===== src/rtl/fetch_pc_unit.sv =====
// Fetch / PC unit: three-state fetch handshake, issue hold, and next-PC
// resolution with branch compare, JAL/JALR targets and misalignment trap.
module fetch_pc_unit #(
  parameter logic [31:0] RESET_PC = 32'h0000_0000,
  parameter logic [31:0] TRAP_VEC = 32'h0000_0010
) (
  input  logic        clk,
  input  logic        rst_n,
  output logic        imem_req,
  output logic [31:0] imem_addr,
  input  logic        imem_gnt,
  input  logic        imem_rvalid,
  input  logic [31:0] imem_rdata,
  output logic        instr_valid,
  output logic [31:0] instr,
  output logic [31:0] pc_out,
  output logic [31:0] link_pc,
  input  logic        resolve_valid,
  input  logic        branch,
  input  logic        jump,
  input  logic        is_jalr,
  input  logic [2:0]  branch_type,
  input  logic [31:0] rs1_data,
  input  logic [31:0] rs2_data,
  input  logic [31:0] imm,
  output logic        trap,
  output logic [31:0] retired
);

  typedef enum logic [1:0] {StFetch, StWait, StIssue} state_e;

  state_e      state_q, state_d;
  logic [31:0] pc_q, pc_d;
  logic [31:0] instr_q, instr_d;
  logic [31:0] retired_q, retired_d;
  logic        trap_q, trap_d;

  logic        br_taken;
  logic        take;
  logic        misaligned;
  logic [31:0] target;
  logic [31:0] next_pc;

  // Branch condition decode on funct3; 010/011 are never taken.
  always_comb begin
    br_taken = 1'b0;
    case (branch_type)
      3'b000:  br_taken = (rs1_data == rs2_data);
      3'b001:  br_taken = (rs1_data != rs2_data);
      3'b100:  br_taken = ($signed(rs1_data) < $signed(rs2_data));
      3'b101:  br_taken = ($signed(rs1_data) >= $signed(rs2_data));
      3'b110:  br_taken = (rs1_data < rs2_data);
      3'b111:  br_taken = (rs1_data >= rs2_data);
      default: br_taken = 1'b0;
    endcase
  end

  // Next-PC select: jump beats branch; a misaligned taken target redirects to the trap vector.
  always_comb begin
    if (jump && is_jalr) begin
      target = (rs1_data + imm) & 32'hFFFF_FFFE;
    end else begin
      target = pc_q + imm;
    end
    take       = jump | (branch & br_taken);
    misaligned = take && (target[1:0] != 2'b00);
    if (!take) begin
      next_pc = pc_q + 32'd4;
    end else if (misaligned) begin
      next_pc = TRAP_VEC;
    end else begin
      next_pc = target;
    end
  end

  // FSM next-state and datapath updates.
  always_comb begin
    state_d   = state_q;
    pc_d      = pc_q;
    instr_d   = instr_q;
    retired_d = retired_q;
    trap_d    = 1'b0;
    unique case (state_q)
      StFetch: begin
        if (imem_gnt) state_d = StWait;
      end
      StWait: begin
        if (imem_rvalid) begin
          instr_d = imem_rdata;
          state_d = StIssue;
        end
      end
      StIssue: begin
        if (resolve_valid) begin
          pc_d      = next_pc;
          retired_d = retired_q + 32'd1;
          trap_d    = misaligned;
          state_d   = StFetch;
        end
      end
      default: state_d = StFetch;
    endcase
  end

  // State registers with asynchronous active-low reset.
  always_ff @(posedge clk or negedge rst_n) begin
    if (!rst_n) begin
      state_q   <= StFetch;
      pc_q      <= RESET_PC;
      instr_q   <= 32'h0;
      retired_q <= 32'h0;
      trap_q    <= 1'b0;
    end else begin
      state_q   <= state_d;
      pc_q      <= pc_d;
      instr_q   <= instr_d;
      retired_q <= retired_d;
      trap_q    <= trap_d;
    end
  end

  // Request is gated by reset so it only rises once reset is released.
  assign imem_req    = (state_q == StFetch) && rst_n;
  assign imem_addr   = pc_q;
  assign instr_valid = (state_q == StIssue);
  assign instr       = instr_q;
  assign pc_out      = pc_q;
  assign link_pc     = pc_q + 32'd4;
  assign trap        = trap_q;
  assign retired     = retired_q;

endmodule


===== config.mk =====
export PLATFORM = sky130hd
export DESIGN_NAME = fetch_pc_unit
export DESIGN_NICKNAME = d
export VERILOG_FILES = /design/src/rtl/fetch_pc_unit.sv
export SDC_FILE = /design/constraint.sdc
export NUM_CORES = 1
export LEC_CHECK = 0
export CELL_PAD_IN_SITES_DETAIL_PLACEMENT = 1
export CELL_PAD_IN_SITES_GLOBAL_PLACEMENT = 1
export CORE_ASPECT_RATIO = 0.5
export CORE_MARGIN = 3
export CORE_UTILIZATION = 37
export CTS_CLUSTER_SIZE = 30
export DETAILED_ROUTE_END_ITERATION = 6
export PLACE_DENSITY_LB_ADDON = 0.1
export SLEW_MARGIN = 20
export SYNTH_ARGS = -nofsm -noshare
export SYNTH_HDL_FRONTEND = slang
export SYNTH_SLANG_ARGS = --single-unit

===== constraint.sdc =====
create_clock -name clk -period 7.9 [get_ports clk]
set_input_delay 0.79 -clock clk [delete_from_list [all_inputs] [get_ports clk]]
set_output_delay 0.79 -clock clk [all_outputs]
set_load 0.01 [all_outputs]

### Word level (Yosys, flattened, before mapping)

Cells that the tools add are included.

| storage, ports and cells | value |
|---|---|
| flip-flop bits (word level) | 99 |
| output and inout port bits | 163 |
| logic and storage cells | 46 |

| cells by class | value |
|---|---|
| add/sub/neg operators | 4 |
| magnitude comparators | 4 |
| eq/ne operators | 12 |
| muxes and demuxes | 10 |
| bitwise gates (word level) | 2 |
| reduce and logical (&&, ||, !) cells | 9 |

Operator list:

| kind | number |
|---|---|
| 2-to-1 mux 32 bit | 3 |
| adder 32 bit | 2 |
| greater-or-equal comparator 32 bit | 2 |
| < comparator 32 bit | 2 |
| adder 32 x 1 -> 32 bit, second input constant | 1 |
| adder 32 x 3 -> 32 bit, second input constant | 1 |
| equality test 32 bit | 1 |
| != test 32 bit | 1 |
| equality test 3 bit, second input constant | 4 |
| 2-to-1 mux 2 bit | 3 |
| case mux 1 bit (6 select lines) | 1 |
| case mux 2 bit (3 select lines) | 1 |
| != test 2 bit, second input constant | 2 |
| AND reduction 2 bit | 2 |
| equality test 3 x 1 -> 1 bit, second input constant | 1 |
| logical AND 1 bit | 3 |
| zero test 3 bit | 1 |
| AND reduction 3 bit | 1 |
| equality test 2 x 1 -> 1 bit, second input constant | 1 |
| equality test 2 bit, second input constant | 1 |
| zero test 2 bit | 1 |
| 2-to-1 mux 1 bit | 2 |
| != test 2 x 1 -> 1 bit, second input constant | 1 |
| nonzero test 2 bit | 1 |
| 2 further kinds | 2 |

### Longest topological paths before layout

Gate-level depths: netlist of the first run.

| depth | value |
|---|---|
| depth after elaboration | 7 |
| gate-level depth with buffers | 14 |
| depth with buffers taken out | 13 |

### Least setup slack after synthesis of the first run

Ideal clock, no wire load.

| path | value |
|---|---|
| path type | input -> register |
| start | input rs2_data[23] |
| end | register pc_q[4] (netlist: imem_addr[4]) |
| library setup time | 122 ps |
| arrival | 3299 ps |
| setup slack | 4479 ps |
| stages on the path | 13 |
| cells stage by stage | inv_1 > ha_1 > nand4_1 > nor4_1 > nand3_1 > xnor2_1 > a211oi_1 > o41a_1 > a31oi_2 > a311oi_1 > buf_2 > o21ai_0 > a32o_1 |

| between the ends | value |
|---|---|
| cells in the longest elaborated chain, start to end | 7 |
| elaborated cells on any way between the ends | 12 |
| those cells by class | 4 x order compare; 2 x eq/ne; 3 x mux; 2 x bitwise; 1 x reduce/logical |

RTL lines:

| item | line | RTL |
|---|---|---|
| start, declared | 24 | `input logic [31:0] rs2_data,` |
| greater-or-equal comparator 32 bit, or another cell as far along | 53 | `3'b111: br_taken = (rs1_data >= rs2_data);` |
| case mux 1 bit (6 select lines) (*) | 47 | `case (branch_type)` |
| bitwise AND 1 bit (*) | 65 | `take = jump \| (branch & br_taken);` |
| OR 1 bit (*) | 65 |  |
| logical AND 1 bit | 66 | `misaligned = take && (target[1:0] != 2'b00);` |
| 2-to-1 mux 32 bit | 69 | `end else if (misaligned) begin` |
| 2-to-1 mux 32 bit (*) | 67 | `if (!take) begin` |
| end signal, assigned | 115 | `pc_q <= pc_d;` |
| end, declared | 33 | `logic [31:0] pc_q, pc_d;` |

Every way passes the cells marked *; elsewhere a longest branch is shown, timed or not.
A chain may end at the register's enable or synchronous reset.

### Worst setup path in the final report of the first run

| path | value |
|---|---|
| start | register pc_q[2] (netlist: imem_addr[2]) |
| end | output link_pc[28] |

| between the ends | value |
|---|---|
| cells in the longest elaborated chain, start to end | 1 |

RTL lines:

| item | line | RTL |
|---|---|---|
| adder 32 x 3 -> 32 bit | 128 | `assign link_pc = pc_q + 32'd4;` |
| end, declared | 17 | `output logic [31:0] link_pc,` |

No other way between the ends.

==> impl_metrics.yaml, run 1 <==
outcome:
  status: "finished, final reports clean"
sta:
  max_slew.worst_pin.slew_ns: 0.771
  setup_ws_ns: 3.24
  hold_viol_final: 0
  tns_ns: 0
  drv_slew: 0
  fmax_ghz: 0.215
  worst_clock_skew_ns: 0.00903
  setup_viol: 0
  fin_crit_sh_pct: 58.9
  layout_min_cycle_time_ns: 4.66
  rsz0062_at_grt: "no"
  finalHoldWorstSlack_ns: 0.429
  relSlewSlack_pct: 48.2
placed_design:
  hpwl_um: 28800
  placed_cells: 1636
  routabilityCongestion: 0.928
  post-place-ws_ns: 3.10
  port_buffers: 301
  place_area_mm2: 0.0122
cts:
  cts_tree: "built"
  clk_latency_ns: 0.36
  htreeDepth: 3
  clk_path_buf_depth: 2
  clk_pin_slew_ns: 0.07
  cts-resized-gates: 0
  root_buffer: "clkbuf_16"
  cts_setup_buffers: 0
  clock-sinks: 99
  cts_hold_buffers: 0
  cts_buffers: 9
layout:
  final_common_cell: "clkdlybuf4s50_1"
  finalNonFillerCells: 1652
  final_cell_mix: "clkdlybuf4s50_1 (300), dfrtp_1 (99), ha_1 (95)"
  diodes: 0
  fillers: 2762
  nNetsFinal: 1555
  final_util_pct: 53.4
  seq_area_mm2: 0.00248
  drive_gt1_share_pct: 6.19
  design_area_mm2: 0.0126
  synthToLayoutAreaGrowth_pct: 37.3
  multi_input_area_mm2: 0.00608
setup_path:
  crit_required_ns: 7.11
  ff2ff_setup_slack_ns: 4.29
  cp.arrival_ns: 3.87
  regToRegEndpoint: "imem_addr[28]$_DFFE_PN0P_"
  crit_path_end_kind: "output port"
  slowest_stage: "nor4_2"
  crit_buf_inv: 1
  max_stage_delay_ns: 0.58
  crit_fanout: 9
  worstSetupPathType: "flop to output port"
  rr_worst_depth: 12
  start_kind: "flop"
  crit_chain: "ha_1 > nand3_1 > nor4_2 > and3_1 > nand3_1 > nor2_1 > and3_1 > xor2_1 > clkdlybuf4s50_1"
  crit_family: "simple AND/OR/NAND/NOR gates"
  timing.rr.start: "imem_addr[0]$_DFFE_PN0P_"
synthesis:
  synth-seq-area-share_pct: 27.1
  synth_fa_ha_area_share_pct: 13.4
  synth_edf_count: 0
  yosys_warnings: 0
  synthFlopType: "dfrtp_1"
  synth-compound-area-share_pct: 21.2
  synthArstFlopShare_pct: 100
  synth_mux_area_share_pct: 4.38
  syn_inst: 1062
  synth_top_family_by_area: "compound AO/OA/AOI/OAI gates"
  synth_nets: 1298
  ys_types: 73
  synth_xor_area_share_pct: 11.3
  syn_area_mm2: 0.00915
  postSynthAreaPerCell_um2: 8.61
  ys_ff_latch: 99
  synthSimpleGateAreaFrac_pct: 16.0
pwr:
  p_int_mw: 2.00
  total_power_mw: 3.48
  share_comb_of_total_power_pct: 59.7
  p_sw_share_pct: 42.4
  clkPwrFrac_pct: 13.3
  seqPwrFrac_pct: 26.9
  power_switching_mw: 1.47
  leakagePower_nw: 5.52
  powerDensity_mw_per_mm2: 277
  ir_drop_v: 0.000121
grt:
  antenna_found_initial: 3
  grt_pass1_wl_um: 53100
  grt_overflow_total: 0
  grt_max_degree: 55
  grt_usage_pct: 25.4
  grt_pass1_vias: 9248
drt:
  routed_wl_um: 35000
  vias_per_cell: 5.50
  drt-pass1-iter-count: 5
  wire_per_inst_um: 21.2
  final_antenna_net_count: 0
  remaining_drc_errors: 0
  drtIter0Drc: 646
  via_count: 9083
floorplan:
  fp.dieArea_mm2: 0.0268
  start_util_pct: 38.9
  io_pins: 302
  coreArea_mm2: 0.0235
  die_h_um: 117
  chipWidth_um: 228
  std_cell_rows: 39
job:
  maxCapViolCount: 0
min_path:
  hold_class: "input port to asynchronous set/reset pin"
==> synthesized netlist by cell type, drive strengths merged (9+ instances only) <==
cell type  count  share of area (%)
o21bai        11               0.90
and3          18                1.2
o21ai         62                3.5
xor2          46                4.4
and4          10               0.97
mux2          32                3.9
dfrtp         99                 27
nand4         22                1.5
a31oi         16                1.2
xnor2         72                6.9
o21a           9               0.74
ha            95                 13
clkbuf        21               0.86
nand2         80                3.3
buf           41                3.2
inv           59                2.4
nor3          13               0.71
a21o          37                3.0
a211oi        12               0.99
a21oi         92                5.1
and2          10               0.68
nor2          76                3.1
nand3         33                1.8
==> power by group through the flow <==
stage               logic [mW]  clock network, mW  registers [mW]
floorplan                 1.10                  0           0.915
global placement          2.02                  0           0.925
detailed placement        2.07                  0           0.943
CTS                       2.08              0.471           0.934
global route              2.24              0.495           0.965
finish                    2.08              0.464           0.937
==> sequential cells by signal, indices dropped and copies added (netlist names) <==
register   count
trap           1
instr         32
imem_addr     32
state_q        2
retired       32
==> worst reg2reg max path, delay by kind of cell, from the launching register on <==
family,cells,cell delay (ns)
AOI/OAI and AO/OA,9,2.00
DFF,1,0.48
and+or+nand+nor,1,0.33
adders and majority gates,2,0.69
==> per-layer routing <==
layer | routed length, um | GRT usage (%) | up-vias
met2 | 15500 | 40.0 | 256
met4 | 518 | 5.50 | 6
met3 | 1900 | 4.69 | 36
met5 | 33 | 0 | -
met1 | 17100 | 36.5 | 4475
li1 | - | - | 4310
==> logic make-up after synthesis <==
kind of cell / Yosys count
mux: 36
flops: 99
buf+inv: 121
xor+xnor: 118
compound gates: 295
simple gates: 296
fa+ha+maj: 97
==> worst max-delay path by stage <==
| stage | from | to | slack [ns] | depth (start not counted) |
|---|---|---|---|---|
| 4_1_cts | imem_addr[2]$_DFFE_PN0P_ | link_pc[28] | 3.23 | 9 |
| 3_3_place_gp | rs1_data[21] | imem_addr[20]$_DFFE_PN0P_ | 3.26 | 13 |
| 2_1_floorplan | rs2_data[23] | imem_addr[4]$_DFFE_PN0P_ | 4.48 | 13 |
| 5_1_grt | imem_addr[2]$_DFFE_PN0P_ | link_pc[28] | 2.96 | 9 |
| 3_5_place_dp | rs1_data[1] | imem_addr[13]$_DFFE_PN0P_ | 3.10 | 13 |
| 6_report | imem_addr[2]$_DFFE_PN0P_ | link_pc[28] | 3.24 | 9 |
==> area by class of cell <==
class                      instances  area share [%]
inverter                          59            1.76
timing repair buffer             308            24.4
sequential                        99            19.7
multi-input combinational        842            48.4
clock inverter                     6           0.568
clock buffer                      10            1.90
tap                              328            3.27
(Power assumes the default switching activity.)
==> run 2, diff against run 1 <==
--- a/config.mk
+++ b/config.mk
@@ -9,7 +9,7 @@
 export CELL_PAD_IN_SITES_GLOBAL_PLACEMENT = 1
 export CORE_ASPECT_RATIO = 0.5
 export CORE_MARGIN = 3
-export CORE_UTILIZATION = 37
+export CORE_UTILIZATION = 31
 export CTS_CLUSTER_SIZE = 30
 export DETAILED_ROUTE_END_ITERATION = 6
 export PLACE_DENSITY_LB_ADDON = 0.1
==> constraint.sdc (replaced) <==
create_clock -name clk -period 3.8 [get_ports clk]
set_input_delay 0.38 -clock clk [delete_from_list [all_inputs] [get_ports clk]]
set_output_delay 0.38 -clock clk [all_outputs]
set_load 0.01 [all_outputs]
==> run 2 against run 1 <==
The flow now finishes with violations (negative hold slack). Final cell count rose by 5.9%. Count of clock-buffer cells in the layout is 1 lower. Clock power rose by 100%. Critical path type is now input port to flop. Highest routed layer is now met4. Register-to-register slack got worse by 3.8 ns.
==> impl_metrics.yaml, run 2 (same netlist as run 1, synthesis figures left out) <==
outcome:
  status: "complete, but fails checks"
  violations: "negative hold slack"
sta:
  max_slew.worst_pin.slew_ns: 0.816
  worst_clock_skew_ns: 0.0113
  drv_slew: 0
  fmax_ghz: 0.279
  fin_crit_sh_pct: 94.4
  layout_min_cycle_time_ns: 3.59
  finalHoldWorstSlack_ns: -0.00212
  tns_ns: 0
  hold_viol_final: 3
  relSlewSlack_pct: 45.6
  setup_viol: 0
layout:
  nNetsFinal: 1599
  final_common_cell: "clkdlybuf4s50_1"
  drive_gt1_share_pct: 9.36
  synthToLayoutAreaGrowth_pct: 41.9
  diodes: 0
  final_cell_mix: "clkdlybuf4s50_1 (300), dfrtp_1 (98), ha_1 (95)"
floorplan:
  coreArea_mm2: 0.0284
  chipWidth_um: 249
  fp.dieArea_mm2: 0.0317
  std_cell_rows: 43
  die_h_um: 127
  io_pins: 302
  start_util_pct: 32.3
grt:
  grt_pass1_wl_um: 53800
  grt_usage_pct: 21.4
  grt_pass1_vias: 9276
  antenna_found_initial: 0
  grt_max_degree: 63
  grt_overflow_total: 0
setup_path:
  cp_common_cell: "a21oi_1"
  slowest_stage: "a311o_2"
  crit_path_end_kind: "flop"
  crit_start: "rs2_data[23]"
  crit_required_ns: 4.05
  crit_chain: "clkdlybuf4s50_1 > inv_1 > ha_1 > nand4_1 > nor4_1 > nand3_1 > xnor2_1 > a211oi_1 > o41a_1 > a31oi_2 > a311o_2 > buf_4 > a21oi_1 > a21oi_1 > o311ai_1"
  timing.rr.start: "imem_addr[0]$_DFFE_PN0P_"
  crit_buf_inv: 3
  start_kind: "input port"
  cp.arrival_ns: 3.84
  max_stage_delay_ns: 0.48
  crit_family: "compound AO/OA/AOI/OAI gates"
  worstSetupPathType: "input port to flop"
  crit_fanout: 16
drt:
  vias_per_cell: 5.26
  wire_per_inst_um: 20.2
  drtIter0Drc: 504
  remaining_drc_errors: 0
  via_count: 9191
  routed_wl_um: 35200
  drt-pass1-iter-count: 5
  final_antenna_net_count: 0
placed_design:
  routabilityCongestion: 0.898
  port_buffers: 301
  hpwl_um: 29700
cts:
  clk_pin_slew_ns: 0.08
  cts_tree: "built"
  clock-sinks: 99
  clk_path_buf_depth: 2
  root_buffer: "clkbuf_16"
  cts_buffers: 9
  clk_latency_ns: 0.35
  cts_hold_buffers: 0
  htreeDepth: 3
pwr:
  powerDensity_mw_per_mm2: 567
  ir_drop_v: 0.000289
  total_power_mw: 7.36
  leakagePower_nw: 5.74
min_path:
  hold_class: "input port to asynchronous set/reset pin"
job:
  maxCapViolCount: 0
[run 2: per-layer routing]
layer,part of all wire (%),global-route usage [%],vias to the layer above,wire length (um)
li1,-,-,4408,-
met1,50,31.1,4546,17500
met2,45,35.0,219,15900
met3,4.5,2.32,18,1580
met4,0.86,3.29,0,303
met5,0,0,-,0
[run 2: worst paths after layout]
path                                              to  slack [ns]  cells past startpoint
min in group clk              state_q[0]$_DFFE_PN0P_        0.48                      1
max                        imem_addr[30]$_DFFE_PN0P_        0.21                     15
max in group asynchronous  imem_addr[28]$_DFFE_PN0P_        2.58                      2
min                            instr[11]$_DFFE_PN0P_      -0.002                      1
max reg2reg                imem_addr[28]$_DFFE_PN0P_        0.47                     12
min reg2reg                   state_q[0]$_DFFE_PN0P_        0.48                      1
[run 2: power by group]
part / internal (mW) / switching [mW]
logic: 2.37 / 2.17
registers: 1.39 / 0.485
clock network: 0.516 / 0.432
total: 4.27 / 3.09
[run 2: per-stage QoR]
| step | utilization (%) | cell area (um2) | hold slack, ns | instances | setup WS (ns) |
|---|---|---|---|---|---|
| 2_1_floorplan | - | 9150 | 0.0844 | 1062 | 0.704 |
| 3_3_place_gp | 44.6 | 12700 | 0.390 | 1734 | -0.0560 |
| 3_5_place_dp | 44.6 | 12700 | 0.403 | 1734 | -0.165 |
| 4_1_cts | 45.7 | 13000 | 0.0172 | 1749 | 0.105 |
| 5_1_grt | 45.8 | 13000 | 0.0270 | 1749 | -0.00111 |
| 6_report | 45.8 | 13000 | -0.00212 | 1749 | 0.214 |
[run 2: layout make-up]
class	count	area, um2
clock buffer	9	225
clock inverter	6	73.8
fill	3326	15400
inverter	59	221
multi-input combinational	842	6090
sequential	99	2480
tap	382	478
timing repair buffer	352	3410
[run 2: repair_timing]
item,4_1_cts,5_1_grt
setup endpoints to repair,0,3
resized for setup,0,4
endpoints found under the hold margin,0,0
buffers inserted,0,0
